## src/rtl/can_param_fifo.sv

```systemverilog
// Parameterised synchronous message FIFO with registered or first-word-fall-through
// read port, occupancy flags and sticky overflow/underflow error reporting.
module can_param_fifo #(
  parameter int DATA_WIDTH = 128,
  parameter int DEPTH      = 4,
  parameter int FWFT       = 0,
  parameter int AFULL_LVL  = DEPTH - 1,
  parameter int AEMPTY_LVL = 1
) (
  input  logic                        i_sys_clk,
  input  logic                        i_reset,
  input  logic                        i_wr_en,
  input  logic [DATA_WIDTH-1:0]       i_fifo_w_data,
  input  logic                        i_r_en,
  input  logic                        i_flush,
  input  logic                        i_clr_err,
  output logic [DATA_WIDTH-1:0]       o_fifo_r_data,
  output logic                        o_r_valid,
  output logic                        o_full,
  output logic                        o_empty,
  output logic                        o_almost_full,
  output logic                        o_almost_empty,
  output logic [$clog2(DEPTH):0]      o_count,
  output logic                        o_overflow,
  output logic                        o_underflow
);

  localparam int AW = $clog2(DEPTH);

  logic [DATA_WIDTH-1:0] r_mem [DEPTH];
  logic [AW-1:0]         r_wr_ptr;
  logic [AW-1:0]         r_rd_ptr;
  logic [AW:0]           r_count;
  logic                  r_overflow;
  logic                  r_underflow;

  logic w_rd_acc;
  logic w_wr_acc;
  logic w_wr_do;
  logic w_rd_do;

  // Flags decode the registered count so they line up with o_count.
  assign o_count        = r_count;
  assign o_empty        = (r_count == '0);
  assign o_full         = (int'(r_count) == DEPTH);
  assign o_almost_full  = (int'(r_count) >= AFULL_LVL);
  assign o_almost_empty = (int'(r_count) <= AEMPTY_LVL);
  assign o_overflow     = r_overflow;
  assign o_underflow    = r_underflow;

  // A read frees a slot in the same cycle, so a full FIFO may still accept a write.
  assign w_rd_acc = i_r_en && !o_empty;
  assign w_wr_acc = i_wr_en && (!o_full || w_rd_acc);
  assign w_wr_do  = w_wr_acc && !i_flush && !i_reset;
  assign w_rd_do  = w_rd_acc && !i_flush;

  // NOTE: storage has no reset; validity is tracked by the pointers and count only.
  always_ff @(posedge i_sys_clk) begin
    if (w_wr_do) r_mem[r_wr_ptr] <= i_fifo_w_data;
  end

  always_ff @(posedge i_sys_clk) begin
    if (i_reset || i_flush) begin
      r_wr_ptr <= '0;
      r_rd_ptr <= '0;
      r_count  <= '0;
    end else begin
      if (w_wr_acc) r_wr_ptr <= r_wr_ptr + 1'b1;
      if (w_rd_acc) r_rd_ptr <= r_rd_ptr + 1'b1;
      r_count <= r_count + (AW+1)'(w_wr_acc) - (AW+1)'(w_rd_acc);
    end
  end

  // NOTE: the set terms come after the clear so a new error wins over i_clr_err.
  always_ff @(posedge i_sys_clk) begin
    if (i_reset) begin
      r_overflow  <= 1'b0;
      r_underflow <= 1'b0;
    end else begin
      if (i_clr_err) begin
        r_overflow  <= 1'b0;
        r_underflow <= 1'b0;
      end
      if (i_wr_en && !w_wr_acc && !i_flush) r_overflow  <= 1'b1;
      if (i_r_en  && !w_rd_acc && !i_flush) r_underflow <= 1'b1;
    end
  end

  generate
    if (FWFT == 0) begin : g_registered
      logic [DATA_WIDTH-1:0] r_rd_data;
      logic                  r_r_valid;

      always_ff @(posedge i_sys_clk) begin
        if (i_reset) begin
          r_rd_data <= '0;
          r_r_valid <= 1'b0;
        end else begin
          r_r_valid <= w_rd_do;
          if (w_rd_do) r_rd_data <= r_mem[r_rd_ptr];
        end
      end

      assign o_fifo_r_data = r_rd_data;
      assign o_r_valid     = r_r_valid;
    end else begin : g_fwft
      assign o_fifo_r_data = r_mem[r_rd_ptr];
      assign o_r_valid     = !o_empty;
    end
  endgenerate

endmodule

```

## config.mk

```make
export PLATFORM = sky130hd
export DESIGN_NAME = can_param_fifo
export DESIGN_NICKNAME = d
export VERILOG_FILES = /design/src/rtl/can_param_fifo.sv
export SDC_FILE = /design/constraint.sdc
export NUM_CORES = 1
export LEC_CHECK = 0
export ABC_AREA = 1
export BUFFER_PORTS_ARGS = -buffer_cell sky130_fd_sc_hd__buf_2
export CORE_MARGIN = 3
export CORE_UTILIZATION = 53
export CTS_CLUSTER_DIAMETER = 30
export CTS_CLUSTER_SIZE = 28
export DETAILED_ROUTE_END_ITERATION = 16
export MAX_ROUTING_LAYER = met4
export PLACE_DENSITY = 0.85
export SETUP_SLACK_MARGIN = 0.15
export SYNTH_ARGS = -nofsm -noshare
export SYNTH_HDL_FRONTEND = slang
export SYNTH_SLANG_ARGS = --single-unit
export TNS_END_PERCENT = 50
```

## constraint.sdc

```tcl
create_clock -name i_sys_clk -period 7.95 [get_ports i_sys_clk]
set_clock_uncertainty 0.15 [all_clocks]
set_input_delay 1.59 -clock i_sys_clk [delete_from_list [all_inputs] [get_ports i_sys_clk]]
set_output_delay 1.59 -clock i_sys_clk [all_outputs]
set_load 0.05 [all_outputs]
```

# ---- Yosys cells after proc, flatten, opt, wreduce, memory -nomap -nowiden
# Memories as Yosys holds them, arrays and structs flattened. A register that Yosys moved wholly into a read port is not among the register bits.
# Cells that the tools add are included.
dict set report word_totals {
  ff_bits 10
  latchBits 0
  ramBits 512
  romBits 0
  in_bits 134
  output_inout_bits 138
  elab_cells 39
  n_memories 1
}
dict set report classes {
  add_sub_neg 4
  mul 0
  div 0
  order_cmp 2
  n_eq_ne 1
  shifts 0
  muxes 5
  bitwise_logic 0
  reduce_logical 20
}
# name depth word_bits read_ports rd_clocked_by_memory_dff wr line_no
set memory_table {}
lappend memory_table {r_mem 4 128 1 1 1 30} ;# logic [DATA_WIDTH-1:0] r_mem [DEPTH];
# operator count
set op_table {}
lappend op_table {{1-bit logical AND} 9}
lappend op_table {{1-bit zero test} 6}
lappend op_table {{1-bit 2-to-1 mux} 5}
lappend op_table {{2-bit by 1-bit adder with 2-bit output, second input constant} 2}
lappend op_table {{2-bit nonzero test} 2}
lappend op_table {{3-bit by 1-bit adder with 3-bit output} 1}
lappend op_table {{3-bit equality test, second input constant} 1}
lappend op_table {{3-bit by 2-bit greater-or-equal comparator with 1-bit output, second input constant} 1}
lappend op_table {{3-bit by 1-bit <= comparator with 1-bit output, second input constant} 1}
lappend op_table {{3-bit zero test} 1}
lappend op_table {{3-bit by 1-bit subtractor with 3-bit output} 1}
lappend op_table {{1-bit logical OR} 2}

# ---- Longest topological paths before layout
# Gate-level depths: netlist (run 1).
dict set report depth {
  word_depth 9
  ltp_mapped 11
  mapped_depth_nobuf 11
}

# ---- Least setup slack after synthesis (run 1)
# Ideal clock, no wire load.
dict set report synth_path {
  path_type {input to register}
  start {in i_flush}
  end {mem r_mem[0][0] (enable)}
  setup_ns 0.617
  t_arrival_ns 7.347
  required_time_ns 7.183
  path_slack_ns -0.164
  cell_stages 3
  path_buffers 0
  cell_sequence {nor2_1 nand3_1 nor2_1}
}
dict set report synth_between {
  elab_chain_len 5
}
# item line_no
set synth_rtl {}
lappend synth_rtl {{start: declaration} 15} ;# input logic i_flush,
lappend synth_rtl {{1-bit zero test} 54} ;# assign w_wr_do = w_wr_acc && !i_flush && !i_reset;
lappend synth_rtl {{1-bit logical AND (2 in series)} 54}
lappend synth_rtl {{1-bit 2-to-1 mux} 59} ;# if (w_wr_do) r_mem[r_wr_ptr] <= i_fifo_w_data;
lappend synth_rtl {{1-bit 2-to-1 mux (not written as such)} 59}
lappend synth_rtl {{end: declaration} 30}
# No other way between the ends.

# ---- Worst setup path after layout (run 1)
dict set report layout_path {
  start {in i_reset}
  end {mem r_mem[0][64] (enable)}
}
dict set report layout_between {
  elab_chain_len 4
}
# item line_no
set layout_rtl {}
lappend layout_rtl {{start: declaration} 11} ;# input logic i_reset,
lappend layout_rtl {{1-bit zero test} 54}
lappend layout_rtl {{1-bit logical AND} 54}
lappend layout_rtl {{1-bit 2-to-1 mux} 59}
lappend layout_rtl {{1-bit 2-to-1 mux (not written as such)} 59}
# No other way between the ends.

==> results.cfg, run 1 <==
[synthesis]
ys_seq_elements = 650
async_reset_ff_frac = 0
synthCells = 2904
yosysSeqAreaShare = 0.6639
yosysWarnings = 0
synth_area_per_cell_sq_um = 9.408
yosys_most_used_dff = edfxtp_1
synth_edf_count = 512
synthesis.nets = 3048
syn_area_sq_mm = 0.02732
synth_cell_type_count = 22

[final_layout]
fin_cells = 3985
final_common_cell = nand2_1
final_nets = 3329
areaGrowthSynthToFinish_pct = 21.67
drive_above_1_share = 0.1551
final.fill_count = 3575
regArea_sq_mm = 0.01814
layout_common_cells = nand2_1 (912), inv_1 (656), edfxtp_1 (512)
stdcell_area_sq_mm = 0.03324
multi_input_area_sq_mm = 0.005996

[die]
boundaryPins = 272
die_h_um = 233.0
die_area_sq_mm = 0.05431
initial_core_util = 0.5401
fp-row-count = 82
die_w_um = 233.0
core-area_sq_mm = 0.05058

[sta]
slew_viol_final = 0
rsz0062_at_grt = no
tightest_slew_ns = 1.138
fmax_mhz = 265.2
finalSetupViolations = 0
setup_tns_ns = 0
fin_crit_ns = 3.771
slew_headroom = 0.2413
period_share = 0.4744
hold_violations = 0

[power_and_ir_drop]
max-vdd-ir-drop_mv = 0.2589
p_leak_nw = 15.81
p_total_w = 0.009438
power.density_mw_per_mm2 = 283.9

[global_route]
grt_overflow = 0
grt_pass1_vias = 18827
grt_first_pass_wirelength_um = 96770
grt_max_degree = 181
grt_usage = 0.2364
antenna_found_initial = 22

[cts]
cts_tree = done
clk_latency_ns = 0.66
cts_max_path_buffers = 3
numCtsBuffers = 119
cts_hold_buf = 0
cts_htree_levels = 3
root_buffer = clkbuf_16
cts_resized = 0
clock_sinks = 650
clk_pin_slew_worst_paths_ns = 0.04
post-cts-setup-buffer-count = 0

[place]
numPortBuffers = 271
finalWeightedCongestion = 0.7490
post-place-cells = 3736
hpwl_um = 34080
place_area_sq_mm = 0.02898

[detailed_routing]
drt-initial-drc-count = 1424
postRouteAntennaNets = 0
drc_errors = 0
post_drt_via_cell_ratio = 4.826
num_vias = 19233
first_pass_iters = 5
wirelength_um = 63100
avgRoutedWirePerCell_um = 15.83

[critical_path]
crit_type = primary input to register
crit_fanout = 58
crit_path_start_kind = primary input
worstPathRequired_ns = 8.04
arrival_ns = 3.86
end_kind = register

[status]
outcome = completed

[run]
drv_cap = 0

[hold_path]
min_path_type = register to register
==> cell usage after synthesis, types with 2 or more instances <==
cell type  number  area share
nor2_2          2     0.00046
ha_1            9      0.0041
nand3_1       261       0.048
buf_6          14      0.0058
buf_2          83       0.015
buf_4          16      0.0044
a21oi_1         3     0.00055
clkbuf_1       14      0.0019
inv_1         658       0.090
nand2_1       912        0.13
dfxtp_1       138        0.10
nor2_1        271       0.037
edfxtp_1      512        0.56
inv_2           2     0.00027
o21ai_0         2     0.00037
==> through the flow <==
stage	util	hold slack, ns	setup WS [ns]
5_1_grt	0.6571	0.3800	3.983
4_1_cts	0.6560	0.3372	4.189
3_3_place_gp	0.5729	0.3145	3.582
6_report	0.6572	0.3253	4.179
3_5_place_dp	0.5729	0.3134	3.526
2_1_floorplan	-	0.3741	-0.1641
==> routing by layer <==
metal	up-vias	GRT usage	share of wire
li1	9454	-	-
met1	9020	0.2786	0.40
met2	631	0.3928	0.50
met3	128	0.06121	0.076
met4	0	0.08699	0.025
met5	-	-	0
==> power breakdown <==
part	total (W)	leakage (nW)	internal [W]	switching [W]
Sequential	0.00377	5.75	0.00374	0.0000331
Combinational	0.000505	8.04	0.000129	0.000376
Clock	0.00516	2.02	0.00344	0.00172
Total	0.00944	15.8	0.00731	0.00213
==> sequential cells by signal, summed over array words and instances (netlist names) <==
register / cells
r_rd_ptr: 2
o_underflow: 1
o_r_valid: 1
o_overflow: 1
r_mem: 512
r_wr_ptr: 2
o_count: 3
o_fifo_r_data: 128
==> critical path, cell delays in order <==
cell     delay [ns]
buf_2          0.13
nor2_1         0.29
nand3_1        0.39
nor2_4         0.19
buf_4          0.39
buf_4          0.79
==> path summary, 6_finish.rpt <==
check | start | end | slack (ns) | depth (start not counted)
worst max-delay path | i_reset | r_mem[0][64]$_DFFE_PP_ | 4.18 | 6
worst min-delay path | o_underflow$_SDFFE_PP0P_ | o_underflow$_SDFFE_PP0P_ | 0.33 | 2
worst max register to register | r_rd_ptr[0]$_SDFFE_PP0P_ | o_fifo_r_data[94]$_SDFFE_PP0P_ | 4.68 | 7
worst min register to register | o_underflow$_SDFFE_PP0P_ | o_underflow$_SDFFE_PP0P_ | 0.33 | 2
==> kinds of logic (layout without fill, tap and decap cells) <==
group	count (synthesis)	in the layout	share of synthesized area
buffers and inverters	788	1173	0.1181
XOR/XNOR	1	1	0.0003206
AO/OA/AOI/OAI	6	6	0.001236
adder cells (fa/ha/maj)	10	10	0.004854
flip-flops	650	650	0.6639
other	0	24	0
AND/OR/NAND/NOR	1449	1449	0.2116
==> final cells by class <==
cell class	instances	share of cell area
Timing Repair Buffer	288	0.04539
Multi-Input combinational cell	1466	0.1804
Antenna cell	24	0.001807
Tap cell	672	0.02529
Clock buffer	136	0.09489
Clock inverter	89	0.03147
Sequential cell	650	0.5459
Inverter	660	0.07491
Power figures use the tool's default switching activity.
==> run 2, diff against run 1 <==
- CORE_UTILIZATION: 53 -> 59
- PLACE_DENSITY: 0.85 -> 0.89
- clock period: 7.95 -> 3.8 ns (I/O delays scaled with it)
==> run 2 against run 1 <==
Sequential power increased by 110%. Register-to-register slack got worse by 3.3 ns. Setup slack got worse by 3.1 ns. Critical path depth decreased by 1.
==> results.cfg, run 2 (synthesized netlist as in run 1, its figures left out) <==
[detailed_routing]
wl_met3_um = 4654
num_vias = 19764
drt-initial-drc-count = 1733
avgRoutedWirePerCell_um = 16.36
top_layer = met4
wirelength_um = 63850
postRouteAntennaNets = 0
first_pass_iters = 6
drc_errors = 0
met2_length_um = 32500
post_drt_via_cell_ratio = 5.064
wl_met1_um = 24500

[final_layout]
final_common_cell = nand2_1
areaGrowthSynthToFinish_pct = 20.67
final.fill_count = 2813
layout_common_cells = nand2_1 (912), inv_1 (656), edfxtp_1 (512)
post-route-util = 0.7234
multi_input_area_sq_mm = 0.006021
final_nets = 3333
regArea_sq_mm = 0.01815
largest_reg_flops = 512
regMostFlops = r_mem
drive_above_1_share = 0.1566

[critical_path]
endpoint = o_almost_empty
max_stage_delay_ns = 0.41
end_kind = output port
reg2reg_depth = 8
crit_path_start_kind = register
arrival_ns = 1.83
worstPathRequired_ns = 2.89
cp_slowest_cell = dfxtp_1
crit_type = register to output port
ff2ff_setup_slack_ns = 1.40
crit_path_start = o_count[2]$_SDFF_PP0_
crit_fanout = 5
rr_startpoint = o_count[1]$_SDFF_PP0_
rr_endpoint = o_fifo_r_data[5]$_SDFFE_PP0P_
cp_cell_sequence = inv_1 -> ha_1 -> nand2_1 -> a22o_1 -> buf_2

[die]
boundaryPins = 272
die_area_sq_mm = 0.04893
die_h_um = 221.2
initial_core_util = 0.5995
die_w_um = 221.2
fp-row-count = 78
core-area_sq_mm = 0.04558

[sta]
fmax_mhz = 365.0
hold_violations = 0
finalSetupViolations = 0
slew_headroom = 0.4259
tightest_slew_ns = 0.8611
period_share = 0.7211
fin_crit_ns = 2.740
slew_viol_final = 0
setup_tns_ns = 0
fin_hold_ws_ns = 0.1735
rsz0062_at_grt = no

[global_route]
antenna_found_initial = 13
grt_overflow = 0
grt_usage = 0.2656
grt_max_degree = 138
grt_pass1_vias = 19922
grt_first_pass_wirelength_um = 100700

[cts]
cts_tree = done
cts_hold_buf = 0
root_buffer = clkbuf_16
cts_htree_levels = 3
clock_sinks = 650
clk_latency_ns = 0.65
clk_pin_slew_worst_paths_ns = 0.05
cts_resized = 0
numCtsBuffers = 112
cts_max_path_buffers = 3
post-cts-setup-buffer-count = 0

[status]
outcome = completed

[place]
hpwl_um = 32850
numPortBuffers = 271
finalWeightedCongestion = 0.7817

[power_and_ir_drop]
max-vdd-ir-drop_mv = 0.6660
p_leak_nw = 15.72
power.density_mw_per_mm2 = 571.5

[hold_path]
min_path_type = primary input to register

[run]
drv_cap = 0
-- run 2: changes by cell type in the layout (fill, tap and decap cells not counted), sizes merged --
cell	previous run	this run
buf	288	299
bufinv	18	9
clkbuf	136	124
clkinv	42	47
clkinvlp	17	12
diode	24	14
inv	672	682
-- run 2: through the flow --
stage / instances / setup WS, ns / power [W] / instance area [sq um]
floorplan: 2904 / 0.2168 / 0.008762 / 27380
global placement: 3675 / 1.147 / 0.009041 / 29150
detailed placement: 3675 / 1.043 / 0.009082 / 29150
CTS: 3889 / 1.025 / 0.01892 / 32930
global route: 3902 / 0.9317 / 0.01938 / 32970
finish: 3903 / 1.060 / 0.01884 / 32970
-- run 2: area by class of cell --
class	count	area share
clock inverters	90	0.02713
repair buffers	299	0.05283
multi-input cells	1466	0.1826
inverters	660	0.07552
well taps	600	0.02277
flip-flops and latches	650	0.5504
clock buffers	124	0.08763
diodes	14	0.001063
-- run 2: worst max-delay path: cells and delay by family, from the launching register on --
family / cells / cell delay [ns]
AO/OA/AOI/OAI: 1 / 0.13
adder cells (fa/ha/maj): 1 / 0.19
buffers and inverters: 2 / 0.39
flip-flops: 1 / 0.41
AND/OR/NAND/NOR: 1 / 0.06
-- run 2: report_power, final --
group | internal, W | switching (W)
combinational | 0.000280 | 0.000798
clock | 0.00620 | 0.00367
sequential | 0.00782 | 0.0000766
-- run 2: per-layer routing --
layer | GRT usage | vias to the layer above
li1 | - | 9459
met1 | 0.3068 | 9288
met2 | 0.4477 | 829
met3 | 0.06049 | 188
met4 | 0.1153 | 0
met5 | - | -
-- run 2: how the worst min path moves through the flow --
stage,from,end,slack (ns),cells past startpoint
2_1_floorplan,r_wr_ptr[0]$_SDFFE_PP0P_,r_wr_ptr[0]$_SDFFE_PP0P_,0.37,2
3_3_place_gp,o_underflow$_SDFFE_PP0P_,o_underflow$_SDFFE_PP0P_,0.30,2
3_5_place_dp,o_underflow$_SDFFE_PP0P_,o_underflow$_SDFFE_PP0P_,0.31,2
4_1_cts,i_fifo_w_data[22],r_mem[3][22]$_DFFE_PP_,0.13,1
5_1_grt,i_fifo_w_data[22],r_mem[3][22]$_DFFE_PP_,0.15,1
6_report,i_fifo_w_data[40],r_mem[2][40]$_DFFE_PP_,0.17,1
==> run 3, diff against run 2 <==
- ABC_AREA: 1 -> 0
- CORE_UTILIZATION: 59 -> 58
- PLACE_DENSITY: 0.89 -> 0.88
- clock period: 3.8 -> 2.6 ns (I/O delays scaled with it)
==> run 3 against run 2 <==
Sequential power up 44%. Largest cell class unchanged. Design area down 9.0%. Clock power up 36%.
==> results.cfg, run 3 <==
[critical_path]
crit_fanout = 11
max_stage_delay_ns = 0.40
cp_cell_sequence = or3_4 -> inv_2 -> buf_4
crit_type = register to output port
worstPathRequired_ns = 1.93
end_kind = output port
cp_slowest_cell = or3_4
arrival_ns = 1.74
crit_path_start_kind = register

[cts]
cts_tree = done
cts_max_path_buffers = 3
numCtsBuffers = 104
cts_htree_levels = 3
clk_latency_ns = 0.64
clock_sinks = 650
root_buffer = clkbuf_16
clk_pin_slew_worst_paths_ns = 0.05

[detailed_routing]
num_vias = 12527
wl_met1_um = 20500
postRouteAntennaNets = 0
wl_met3_um = 3954
avgRoutedWirePerCell_um = 25.31
top_layer = met4
first_pass_iters = 5
wirelength_um = 53740
drt-initial-drc-count = 1109
drc_errors = 0
met2_length_um = 27790
post_drt_via_cell_ratio = 5.901

[synthesis]
synth_top_area_share = 0.6627
synth-compound-area-share = 0.05156
synth_top_family_by_area = multiplexers
synth_adder_area_share = 0.005717
yosys_most_used_dff = edfxtp_1
synthesis.nets = 1168
yosys.area.top_type = edfxtp_1
yosysSeqAreaShare = 0.7818
synthMostInstantiatedCell = edfxtp_1
synthSimpleGateAreaFrac = 0.007335
synth_cell_type_count = 38
synth_area_per_cell_sq_um = 22.66
synthTopCellsByCount = edfxtp_1 (512), dfxtp_1 (138), a22o_1 (128), mux4_2 (128)
synth_edf_count = 512
syn_area_sq_mm = 0.02320
yosysWarnings = 0
synth_xor_area_frac = 0.001133
async_reset_ff_frac = 0
ys_top_cells_by_area = edfxtp_1 (66%), mux4_2 (12%), dfxtp_1 (12%)
ys_seq_elements = 650
synthMuxAreaShare = 0.1243
synthCells = 1024

[die]
die_h_um = 206
die_area_sq_mm = 0.04244
fp-row-count = 72
core-area_sq_mm = 0.03910
boundaryPins = 272
die_w_um = 206
initial_core_util = 0.5934

[sta]
slew_viol_final = 0
rsz0062_at_grt = yes
slew_headroom = 0.6169
fmax_mhz = 414.2
tightest_slew_ns = 0.5746
period_share = 0.9287
finalSetupViolations = 0
fin_crit_ns = 2.415
setup_tns_ns = 0
setup_slack_ns = 0.1854
hold_violations = 0

[final_layout]
final.fill_count = 1958
final_nets = 1655
post-route-util = 0.7676
areaGrowthSynthToFinish_pct = 29.35
regMostFlops = r_mem
final_common_cell = edfxtp_1
fin_cells = 2123
layout_common_cells = edfxtp_1 (512), buf_2 (268), dfxtp_1 (133)
largest_reg_flops = 512
drive_above_1_share = 0.3951

[global_route]
grt_pass1_vias = 13366
grt_first_pass_wirelength_um = 81340
antenna_found_initial = 3
grt_overflow = 0
grt_max_degree = 59
grt_usage = 0.2638

[power_and_ir_drop]
max-vdd-ir-drop_mv = 0.6928
power.density_mw_per_mm2 = 869.4
p_leak_nw = 10.77
p_total_w = 0.02609

[run]
drv_cap = 0

[place]
numPortBuffers = 271
finalWeightedCongestion = 0.7958
post-place-cells = 1789
dp_slack_ns = 0.1470
hpwl_um = 27450

[status]
outcome = completed

[hold_path]
min_path_type = primary input to register
run 3: repair_timing:
action / 4_1_cts / 5_1_grt
setup buffers: 0 / 4
endpoints found under the hold margin: 517 / 0
setup endpoints to repair: 3 / 4
gates resized for setup: 5 / 4
hold buffers: 130 / 0
gates cloned: 0 / 0
run 3: worst max-delay path, delay by kind of cell (launching register included):
family / cells / cell delay (ns)
buf+inv: 2 / 0.32
flops: 1 / 0.38
simple gates: 1 / 0.40
run 3: worst paths after layout:
kind                                                startpoint                        endpoint  slack (ns)  cells past startpoint
worst max-delay path                     o_count[0]$_SDFF_PP0_                         o_empty        0.19                      3
worst min register to register  o_fifo_r_data[56]$_SDFFE_PP0P_  o_fifo_r_data[56]$_SDFFE_PP0P_        0.32                      1
worst min-delay path                                   i_wr_en        r_wr_ptr[0]$_SDFFE_PP0P_        0.07                      3
worst max register to register           o_count[0]$_SDFF_PP0_           o_count[2]$_SDFF_PP0_        0.22                     10
run 3: power by group:
part	switching, W	total, W	internal (W)
logic	0.000725	0.00122	0.000496
clock network	0.00511	0.0134	0.00831
registers	0.0000778	0.0114	0.0114
run 3: logic make-up (layout without fill, tap and decap cells):
logic type | after synthesis | after routing
AO/OA/AOI/OAI | 138 | 138
XOR/XNOR | 3 | 3
adder cells (fa/ha/maj) | 10 | 10
buffers and inverters | 69 | 647
flip-flops | 650 | 650
multiplexers | 128 | 128
other | 0 | 3
AND/OR/NAND/NOR | 26 | 26
run 3: cell type report:
cell class,count,area (sq um),area share
antenna,3,7.507,0.0002502
clock buffer,120,2713,0.09039
clock inverter,77,759.5,0.02531
inverter,10,40.04,0.001334
multi-input combinational,305,4449,0.1483
sequential,650,18160,0.6050
tap,518,648.1,0.02160
timing repair buffer,440,3237,0.1079
run 3: layer usage:
metal,GRT usage,up-vias
li1,-,5319
met5,-,-
met3,0.05544,118
met1,0.3366,6453
met2,0.4292,637
met4,0.09164,0
run 3: per-stage QoR:
| stage | instance area (sq um) | hold slack [ns] |
|---|---|---|
| 6_report | 30010 | 0.06513 |
| 4_1_cts | 29960 | 0.02321 |
| 5_1_grt | 30010 | 0.05462 |
| 3_5_place_dp | 25180 | 0.3081 |
| 2_1_floorplan | 23240 | 0.3190 |
| 3_3_place_gp | 25180 | 0.3051 |
